<file path="src/rtl/rob_multiport.sv">
// rtl/rob_multiport.sv - multi-port reorder buffer; optional ROB_CDB_BYPASS_EN forwards same-cycle CDB results to lookups
module rob_multiport #(
    parameter int DEPTH     = 16,
    parameter int CDB_PORTS = 2,
    parameter int IDX_W     = $clog2(DEPTH)
) (
    input  logic                       clk,
    input  logic                       rst_n,
    input  logic                       alloc_valid,
    input  logic [4:0]                 alloc_rd_addr,
    input  logic [2:0]                 alloc_op_type,
    output logic                       alloc_ready,
    output logic [IDX_W-1:0]           alloc_idx,
    input  logic [CDB_PORTS-1:0]       cdb_valid,
    input  logic [CDB_PORTS*IDX_W-1:0] cdb_rob_idx,
    input  logic [CDB_PORTS*32-1:0]    cdb_data,
    output logic                       commit_valid,
    input  logic                       commit_ready,
    output logic [4:0]                 commit_rd_addr,
    output logic [31:0]                commit_rd_data,
    output logic [IDX_W-1:0]           commit_rob_idx,
    input  logic                       flush,
    input  logic [2*IDX_W-1:0]         src_idx,
    output logic [1:0]                 src_done,
    output logic [2*32-1:0]            src_data,
    output logic [IDX_W:0]             count
);

    typedef enum logic {
        ROB_WAIT = 1'b0,
        ROB_DONE = 1'b1
    } status_e;

    typedef enum logic [2:0] {
        OP_NONE = 3'd0,
        OP_ALU  = 3'd1,
        OP_MUL  = 3'd2,
        OP_DIV  = 3'd3,
        OP_BR   = 3'd4,
        OP_MEM  = 3'd5
    } types_t;

    logic [DEPTH-1:0] valid_q;
    status_e          status_q [DEPTH];
    types_t           op_q     [DEPTH];
    logic [4:0]       rd_q     [DEPTH];
    logic [31:0]      data_q   [DEPTH];

    // Pointers carry an extra wrap bit so full and empty are distinguishable.
    logic [IDX_W:0]   head_q, head_d;
    logic [IDX_W:0]   tail_q, tail_d;

    logic [IDX_W-1:0] head_idx;
    logic [IDX_W-1:0] tail_idx;
    logic             full;
    logic             alloc_fire;
    logic             commit_fire;

    logic [DEPTH-1:0] cdb_hit;
    logic [31:0]      cdb_wdata [DEPTH];

    assign head_idx = head_q[IDX_W-1:0];
    assign tail_idx = tail_q[IDX_W-1:0];
    assign full     = (head_idx == tail_idx) && (head_q[IDX_W] != tail_q[IDX_W]);

    // Dispatch-side status is purely registered: a same-cycle commit never frees a slot early.
    assign alloc_ready = !full;
    assign alloc_idx   = tail_idx;
    assign count       = tail_q - head_q;

    assign commit_valid   = valid_q[head_idx] && (status_q[head_idx] == ROB_DONE);
    assign commit_rd_addr = rd_q[head_idx];
    assign commit_rd_data = data_q[head_idx];
    assign commit_rob_idx = head_idx;

    assign alloc_fire  = alloc_valid && alloc_ready;
    assign commit_fire = commit_valid && commit_ready;

    // Resolve CDB ports per entry; iterating high to low lets the lowest-numbered port win.
    always_comb begin
        cdb_hit = '0;
        for (int e = 0; e < DEPTH; e++) begin
            cdb_wdata[e] = '0;
            for (int p = CDB_PORTS - 1; p >= 0; p--) begin
                if (cdb_valid[p] && (cdb_rob_idx[p*IDX_W +: IDX_W] == IDX_W'(e))) begin
                    cdb_hit[e]   = valid_q[e];
                    cdb_wdata[e] = cdb_data[p*32 +: 32];
                end
            end
        end
    end

    // Next-state pointers; flush forces both back to slot zero.
    always_comb begin
        head_d = head_q;
        tail_d = tail_q;
        if (flush) begin
            head_d = '0;
            tail_d = '0;
        end else begin
            if (commit_fire) begin
                head_d = head_q + 1'b1;
            end
            if (alloc_fire) begin
                tail_d = tail_q + 1'b1;
            end
        end
    end

    // Pointer registers.
    always_ff @(posedge clk or negedge rst_n) begin
        if (!rst_n) begin
            head_q <= '0;
            tail_q <= '0;
        end else begin
            head_q <= head_d;
            tail_q <= tail_d;
        end
    end

    // Entry storage: flush drops everything, otherwise CDB, commit and alloc touch disjoint slots.
    always_ff @(posedge clk or negedge rst_n) begin
        if (!rst_n) begin
            valid_q <= '0;
            for (int e = 0; e < DEPTH; e++) begin
                status_q[e] <= ROB_WAIT;
                op_q[e]     <= OP_NONE;
                rd_q[e]     <= '0;
                data_q[e]   <= '0;
            end
        end else if (flush) begin
            valid_q <= '0;
        end else begin
            for (int e = 0; e < DEPTH; e++) begin
                if (cdb_hit[e]) begin
                    status_q[e] <= ROB_DONE;
                    data_q[e]   <= cdb_wdata[e];
                end
            end
            if (commit_fire) begin
                valid_q[head_idx] <= 1'b0;
            end
            if (alloc_fire) begin
                valid_q[tail_idx]  <= 1'b1;
                status_q[tail_idx] <= ROB_WAIT;
                op_q[tail_idx]     <= types_t'(alloc_op_type);
                rd_q[tail_idx]     <= alloc_rd_addr;
                data_q[tail_idx]   <= '0;
            end
        end
    end

    // Operand lookups for rs1/rs2, optionally forwarding results arriving on the CDB this cycle.
    always_comb begin
        src_done = '0;
        src_data = '0;
        for (int k = 0; k < 2; k++) begin
            src_done[k]         = valid_q[src_idx[k*IDX_W +: IDX_W]] &&
                                  (status_q[src_idx[k*IDX_W +: IDX_W]] == ROB_DONE);
            src_data[k*32 +: 32] = data_q[src_idx[k*IDX_W +: IDX_W]];
`ifdef ROB_CDB_BYPASS_EN
            if (cdb_hit[src_idx[k*IDX_W +: IDX_W]]) begin
                src_done[k]          = 1'b1;
                src_data[k*32 +: 32] = cdb_wdata[src_idx[k*IDX_W +: IDX_W]];
            end
`endif
        end
    end

    // op_type is retained per entry for debug visibility; nothing in this block consumes it.
    logic unused_op_parity;
    always_comb begin
        unused_op_parity = 1'b0;
        for (int e = 0; e < DEPTH; e++) begin
            unused_op_parity = unused_op_parity ^ (^op_q[e]);
        end
    end

endmodule

</file>
<file path="config.mk">
export PLATFORM = sky130hd
export DESIGN_NAME = rob_multiport
export DESIGN_NICKNAME = d
export VERILOG_FILES = /design/src/rtl/rob_multiport.sv
export SDC_FILE = /design/constraint.sdc
export NUM_CORES = 2
export LEC_CHECK = 0
export BUFFER_PORTS_ARGS = -buffer_cell sky130_fd_sc_hd__buf_2
export CAP_MARGIN = 20
export CORE_ASPECT_RATIO = 0.6
export CORE_MARGIN = 2
export CORE_UTILIZATION = 25
export CTS_CLUSTER_SIZE = 40
export DETAILED_ROUTE_END_ITERATION = 10
export GPL_ROUTABILITY_DRIVEN = 0
export PLACE_DENSITY = 0.46
export SETUP_SLACK_MARGIN = 0.2
export SLEW_MARGIN = 15
export SYNTH_ARGS = -nofsm -noshare
export SYNTH_HDL_FRONTEND = slang
export SYNTH_SLANG_ARGS = --single-unit
</file>
<file path="constraint.sdc">
create_clock -name clk -period 3.75 [get_ports clk]
set_clock_uncertainty 0.15 [all_clocks]
set_input_delay 0.1875 -clock clk [delete_from_list [all_inputs] [get_ports clk]]
set_output_delay 0.1875 -clock clk [all_outputs]
set_load 0.02 [all_outputs]
</file>
After elaboration in Yosys (flattened, before gate mapping)
Index checks and enable logic that the tools add are counted.
Cells by class
  add/subtract/negate cells: 3
  order comparisons: 11
  equality and inequality tests: 32
  mux-type cells: 176
  bitwise gates (word level): 12
  reductions and logical operators: 47
Operators with widths (number)
  2-to-1 mux 32 bit: 71
  bitwise AND 512 bit: 1
  2-to-1 mux 512 bit: 1
  inverter 512 bit: 1
  binary-select mux 32 bit (select 4 bit): 3
  demux 32 bit (select 4 bit): 1
  bitwise mux 80 bit: 1
  2-to-1 mux 16 bit: 5
  2-to-1 mux 1 bit: 76
  == test 4 bit, second input constant: 16
  logical AND 1 bit: 41
  2-to-1 mux 5 bit: 7
  bitwise AND 16 bit: 2
  == test 4 x 3 -> 1 bit, second input constant: 8
  inverter 16 bit: 2
  binary-select mux 1 bit (select 4 bit): 6
  binary-select mux 5 bit (select 4 bit): 1
  demux 5 bit (select 4 bit): 1
  >= comparator 5 bit, second input constant: 4
  < comparator 4 x 5 -> 1 bit, second input constant: 4
  inverter 4 -> 5 bit: 4
  == test 4 x 2 -> 1 bit, second input constant: 4
  bitwise OR 16 bit: 1
  demux 1 bit (select 4 bit): 3
  12 further kinds: 17
Storage, ports and cells
  flip-flop bits (word level): 634
  input port bits: 95
  output and inout port bits: 118

Logic depth before layout (Yosys ltp)
  word-level depth: 11
  depth in mapped cells: 11
  depth with buffers taken out: 7

Worst setup path before layout
OpenSTA, ideal clock, no wires.
  path kind: register -> register
  from: register head_q[3]
  to: register data_q[267] (netlist bit)
  data arrival time: 2794 ps
  required time: 3468 ps
  slack: 675 ps
  stages on the path, launching flop included: 12
  path buffers: 4
  clock period less this slack: 3075 ps
  cells stage by stage: dfrtp_1 > inv_2 > clkbuf_1 > ha_1 > and4_1 > clkbuf_1 > a21oi_1 > buf_2 > nand2_1 > a21o_1 > clkbuf_1 > o2bb2ai_1
On the way
  word-level cells in the longest chain between the ends: 5
Ends and longest elaborated chain
  start: declaration: RTL line 50  | logic [IDX_W:0] head_q, head_d;
  start signal: assignment: RTL line 113  | head_q <= '0;
  start signal: assignment: RTL line 116  | head_q <= head_d;
  == test 4 bit: RTL line 64  | assign full = (head_idx == tail_idx) && (head_q[IDX_W] != tail_q[IDX_W]);
  logical AND 1 bit: RTL line 64
  zero test 1 bit: RTL line 67  | assign alloc_ready = !full;
  logical AND 1 bit: RTL line 76  | assign alloc_fire = alloc_valid && alloc_ready;
  2-to-1 mux 512 bit: RTL line 143  | if (alloc_fire) begin
  end signal: indexed assignment: RTL line 137  | data_q[e] <= cdb_wdata[e];
  end: declaration: RTL line 47  | logic [31:0] data_q [DEPTH];
Every way passes these cells.
A chain may end at the register's enable or synchronous reset.

Final worst setup path
  from: register head_q[1]
  to: output port commit_rd_data[23]
On the way
  word-level cells in the longest chain between the ends: 4
Ends and longest elaborated chain
  inverter 4 -> 5 bit (not written as such): RTL line 73  | assign commit_rd_data = data_q[head_idx];
  binary-select mux 32 bit (select 4 bit): RTL line 73
  2-to-1 mux 32 bit (not written as such) (2 in series): RTL line 73
  end: declaration: RTL line 20  | output logic [31:0] commit_rd_data,
Every way passes these cells. The select of a mux whose other input is x is not followed.

==> results_tabular.tex <==
\begin{tabular}{lr}
\hline
Metric & Value \\
\hline
\multicolumn{2}{l}{\textbf{Power}} \\
\quad Leak Pwr & 0.0200 uW \\
\quad Share of total power in combinational logic & 0.117 \\
\quad Worst vdd rail ir drop & 0.269 mV \\
\quad Sw Pwr & 4490 uW \\
\quad Share of power burned in registers & 0.439 \\
\quad Power Dens Cells & 328 mW/mm2 \\
\quad Clock group share of total power & 0.443 \\
\quad Fraction of power spent switching nets & 0.280 \\
\quad Internal power summed over all cells & 11600 uW \\
\multicolumn{2}{l}{\textbf{Floorplanning}} \\
\quad Standard-cell row count & 115 \\
\quad Placeable core area & 0.164 mm2 \\
\quad Die Width & 529 um \\
\quad Initial standard-cell utilization of the core & 0.252 \\
\quad Die area & 0.169 mm2 \\
\quad Boundary Pins & 213 \\
\quad Overall die height & 319 um \\
\multicolumn{2}{l}{\textbf{Logic synthesis}} \\
\quad Synthesized area divided by synthesized cell count & 14.1 um2 \\
\quad Synth Cell Area & 0.0414 mm2 \\
\quad Synthesis-stage register bit count & 634 \\
\quad Portion of synthesized cell area occupied by the leading cell type & 0.384 \\
\quad Top cells by instance count after synthesis & 634 x dfrtp\_1, 519 x mux4\_2, 514 x mux2i\_1 \\
\quad Largest area contributor in the synthesized netlist & dfrtp\_1 \\
\quad Dominant cells by area after synthesis & dfrtp\_1 38\%, mux4\_2 28\%, mux2i\_1 12\% \\
\quad Primary FF master, synth & dfrtp\_1 \\
\quad Share of synthesized registers carrying an async set or reset & 1.00 \\
\quad Count of unique library cells instantiated by Yosys & 52 \\
\quad Post-synth EDFFs & 0 \\
\quad Cell count after synthesis & 2936 \\
\quad Count of warnings emitted by yosys & 0 \\
\quad Share of the yosys chip area belonging to registers & 0.384 \\
\quad Most common cell in the synthesized netlist & dfrtp\_1 \\
\quad Post-Syn Nets & 3044 \\
\multicolumn{2}{l}{\textbf{GRT}} \\
\quad Antenna violations before repair & 8 \\
\quad Via count of the first global-routing pass & 31800 \\
\quad Aggregate global routing overflow & 0 \\
\quad Maximum number of pins on one net before global-route repair & 110 \\
\quad Global-route wire length before repair & 269 mm \\
\quad Total routing usage reported by global routing & 0.225 \\
\multicolumn{2}{l}{\textbf{Critical path}} \\
\quad Worst R2R Setup Slack & 0.40 ns \\
\quad Slowest stage delay, CP & 0.51 ns \\
\quad Nature of the critical path endpoint & output port \\
\quad Cell class contributing the biggest share of worst-path delay & multiplexers \\
\quad Data required time of the worst path & 3.41 ns \\
\quad Worst Reg-to-Reg Cells & 8 \\
\quad CP Cell Sequence & buf\_16 -> buf\_6 -> mux4\_2 -> mux4\_2 -> buf\_2 \\
\quad CP startpoint kind & flop \\
\quad Launch instance of the worst register-to-register path & head\_q[1]\$\_DFFE\_PN0P\_ \\
\quad Critical Path Most Common Cell & mux4\_2 \\
\quad Combined buffer and inverter count along the critical path & 3 \\
\quad Crit path max-delay cell type & mux4\_2 \\
\quad Crit Path Max Fanout & 54 \\
\quad Critical Path AT & 3.15 ns \\
\quad Endpoint of the worst-slack reg-to-reg timing path & data\_q[53]\$\_DFFE\_PN0N\_ \\
\quad Worst Path Class, Setup & flop to output port \\
\multicolumn{2}{l}{\textbf{STA}} \\
\quad Setup repair after global routing missed its margin & yes \\
\quad Post-route minimum period & 3.49 ns \\
\quad Total Negative Setup Slacks & 0 ns \\
\quad Achievable Freq & 287 MHz \\
\quad Fin Hold WS & 0.0578 ns \\
\quad Endpoints failing setup & 0 \\
\quad Post-layout worst setup margin & 0.263 ns \\
\quad Ratio of final minimum period to clock period & 0.930 \\
\quad Hold Fails Final Rpt & 0 \\
\quad Worst-case headroom to the max-slew limit & 0.187 \\
\quad Slew Viols, Final & 0 \\
\quad Actual slew at the worst max-slew pin & 1.22 ns \\
\multicolumn{2}{l}{\textbf{Clock tree}} \\
\quad H-tree lvl count & 3 \\
\quad Clock Sinks & 634 \\
\quad TritonCTS clock tree & done \\
\quad Clk Latency, worst-skew pair & 0.68 ns \\
\quad Clock input transition at the sequential cells of the worst setup and hold paths & 0.07 ns \\
\quad Number of buffers on the longest clock path & 3 \\
\quad Post-CTS setup buffer count & 0 \\
\quad Total CTS buffers & 67 \\
\quad Root buf cell & clkbuf\_16 \\
\multicolumn{2}{l}{\textbf{Drt}} \\
\quad Drt first pass iters & 5 \\
\quad Number of nets with antenna violations after routing & 0 \\
\quad Detailed router's first-iteration violation count & 4051 \\
\quad Remaining routing DRC violations & 0 \\
\quad Total routed wirelength & 192 mm \\
\quad Via Count & 32000 \\
\quad WL per Instance & 36.2 um \\
\quad Routed via count divided by cell count & 6.03 \\
\multicolumn{2}{l}{\textbf{Min path}} \\
\quad Hold Crit Class & input pin to flop \\
\quad End point of the worst hold path & status\_q[11]\$\_DFFE\_PN0N\_ \\
\quad Hold wc startpoint & cdb\_rob\_idx[5] \\
\quad Hold path depth & 4 \\
\multicolumn{2}{l}{\textbf{Final layout}} \\
\quad Final-stage net count & 3207 \\
\quad Fraction of final layout cells with drive strength greater than 1 & 0.350 \\
\quad P\&R area growth vs syn & 18.5\% \\
\quad Number of fill cells in the layout & 16400 \\
\multicolumn{2}{l}{\textbf{Flow run}} \\
\quad Maximum Capacitance Violations & 0 \\
\multicolumn{2}{l}{\textbf{Placement}} \\
\quad Count of buffers inserted at the top-level ports & 209 \\
\quad Hpwl dp & 114 mm \\
\quad Minimum setup slack after placement & 0.519 ns \\
\multicolumn{2}{l}{\textbf{Outcome}} \\
\quad Run status & completed \\
\hline
\end{tabular}
==> metrics by stage <==
stage	power [uW]	util	instance area (um2)	cells
CTS	16200	0.299	49000	5311
floorplan	8170	-	41400	2936
global placement	8940	0.278	45500	5082
global route	16500	0.299	49000	5311
detailed placement	8950	0.278	45600	5083
finish	16000	0.299	49000	5313
==> layout by cell type (no fill, tap or decap), drive strengths merged, types with 6 or more instances in the layout <==
master	Yosys	final
a21o	15	15
a21oi	15	15
a22oi	10	10
a31oi	15	15
and3	6	6
buf	133	344
clkbuf	226	100
clkinv	0	11
dfrtp	634	634
dlygate4sd3	0	107
ha	12	12
inv	14	17
mux2	79	79
mux2i	514	514
mux4	519	519
nand2	84	84
nand2b	6	6
nand3	9	9
nor2	39	39
nor3	6	6
o211a	8	8
o21a	13	13
o21ai	20	20
o2bb2ai	512	512
or3	8	8
==> tightest hold or removal path: cells and delay by family <==
kind | cells | cell delay, ns
AOI/OAI and AO/OA | 2 | 0.30
buffers and inverters | 1 | 0.20
and+or+nand+nor | 1 | 0.16
==> state kept, by name, indices dropped and copies added (netlist names) <==
signal	cells
data_q	512
rd_q	80
status_q	16
valid_q	16
head_q	5
tail_q	5
==> cell families after synthesis <==
kind of cell	Yosys count	synth area share
mux	1112	0.429
fa+ha+maj	13	0.00411
xor+xnor	7	0.00166
buf+inv	373	0.0361
compound gates	622	0.127
simple gates	175	0.0190
flops	634	0.384
==> worst max path at each step <==
stage | end | cells past startpoint | startpoint
floorplan | data_q[267]$_DFFE_PN0N_ | 11 | head_q[3]$_DFFE_PN0P_
global placement | data_q[51]$_DFFE_PN0N_ | 8 | head_q[1]$_DFFE_PN0P_
finish | commit_rd_data[23] | 5 | head_q[1]$_DFFE_PN0P_
global route | commit_rd_data[0] | 5 | head_q[0]$_DFFE_PN0P_
CTS | commit_rd_data[0] | 5 | head_q[0]$_DFFE_PN0P_
detailed placement | data_q[53]$_DFFE_PN0N_ | 8 | head_q[1]$_DFFE_PN0P_
==> timing repair <==
item	4_1_cts	5_1_grt
endpoints found under the hold margin	1227	0
gates resized for setup	16	2
cloned	3	0
endpoints found under the setup margin	36	2
hold buffers	108	0
==> power groups by stage <==
stage                     Clock [uW]  Combinational (uW)  Sequential (uW)
after floorplan                    0                1020             7150
after global placement             0                1760             7170
after detailed placement           0                1770             7180
after CTS                       7220                1890             7050
after global routing            7470                2000             7070
final                           7110                1880             7050
==> layer usage <==
| layer | track usage | wire length, um | vias up |
|---|---|---|---|
| met5 | 0 | 73 | - |
| met4 | 0.0577 | 4970 | 12 |
| met3 | 0.0643 | 19500 | 288 |
| met2 | 0.319 | 81000 | 1793 |
| met1 | 0.334 | 86800 | 17500 |
| li1 | - | - | 12400 |
==> layout make-up <==
| cell class | count | area (um2) | share of cell area |
|---|---|---|---|
| Antenna cell | 2 | 5.00 | 0.000102 |
| Clock buffer | 100 | 1970 | 0.0403 |
| Clock inverter | 17 | 198 | 0.00404 |
| Inverter | 14 | 57.6 | 0.00117 |
| Multi-Input combinational cell | 1929 | 24200 | 0.495 |
| Sequential cell | 634 | 15900 | 0.324 |
| Tap cell | 2164 | 2710 | 0.0553 |
| Timing Repair Buffer | 453 | 3940 | 0.0804 |
(Power assumes the default switching activity.)
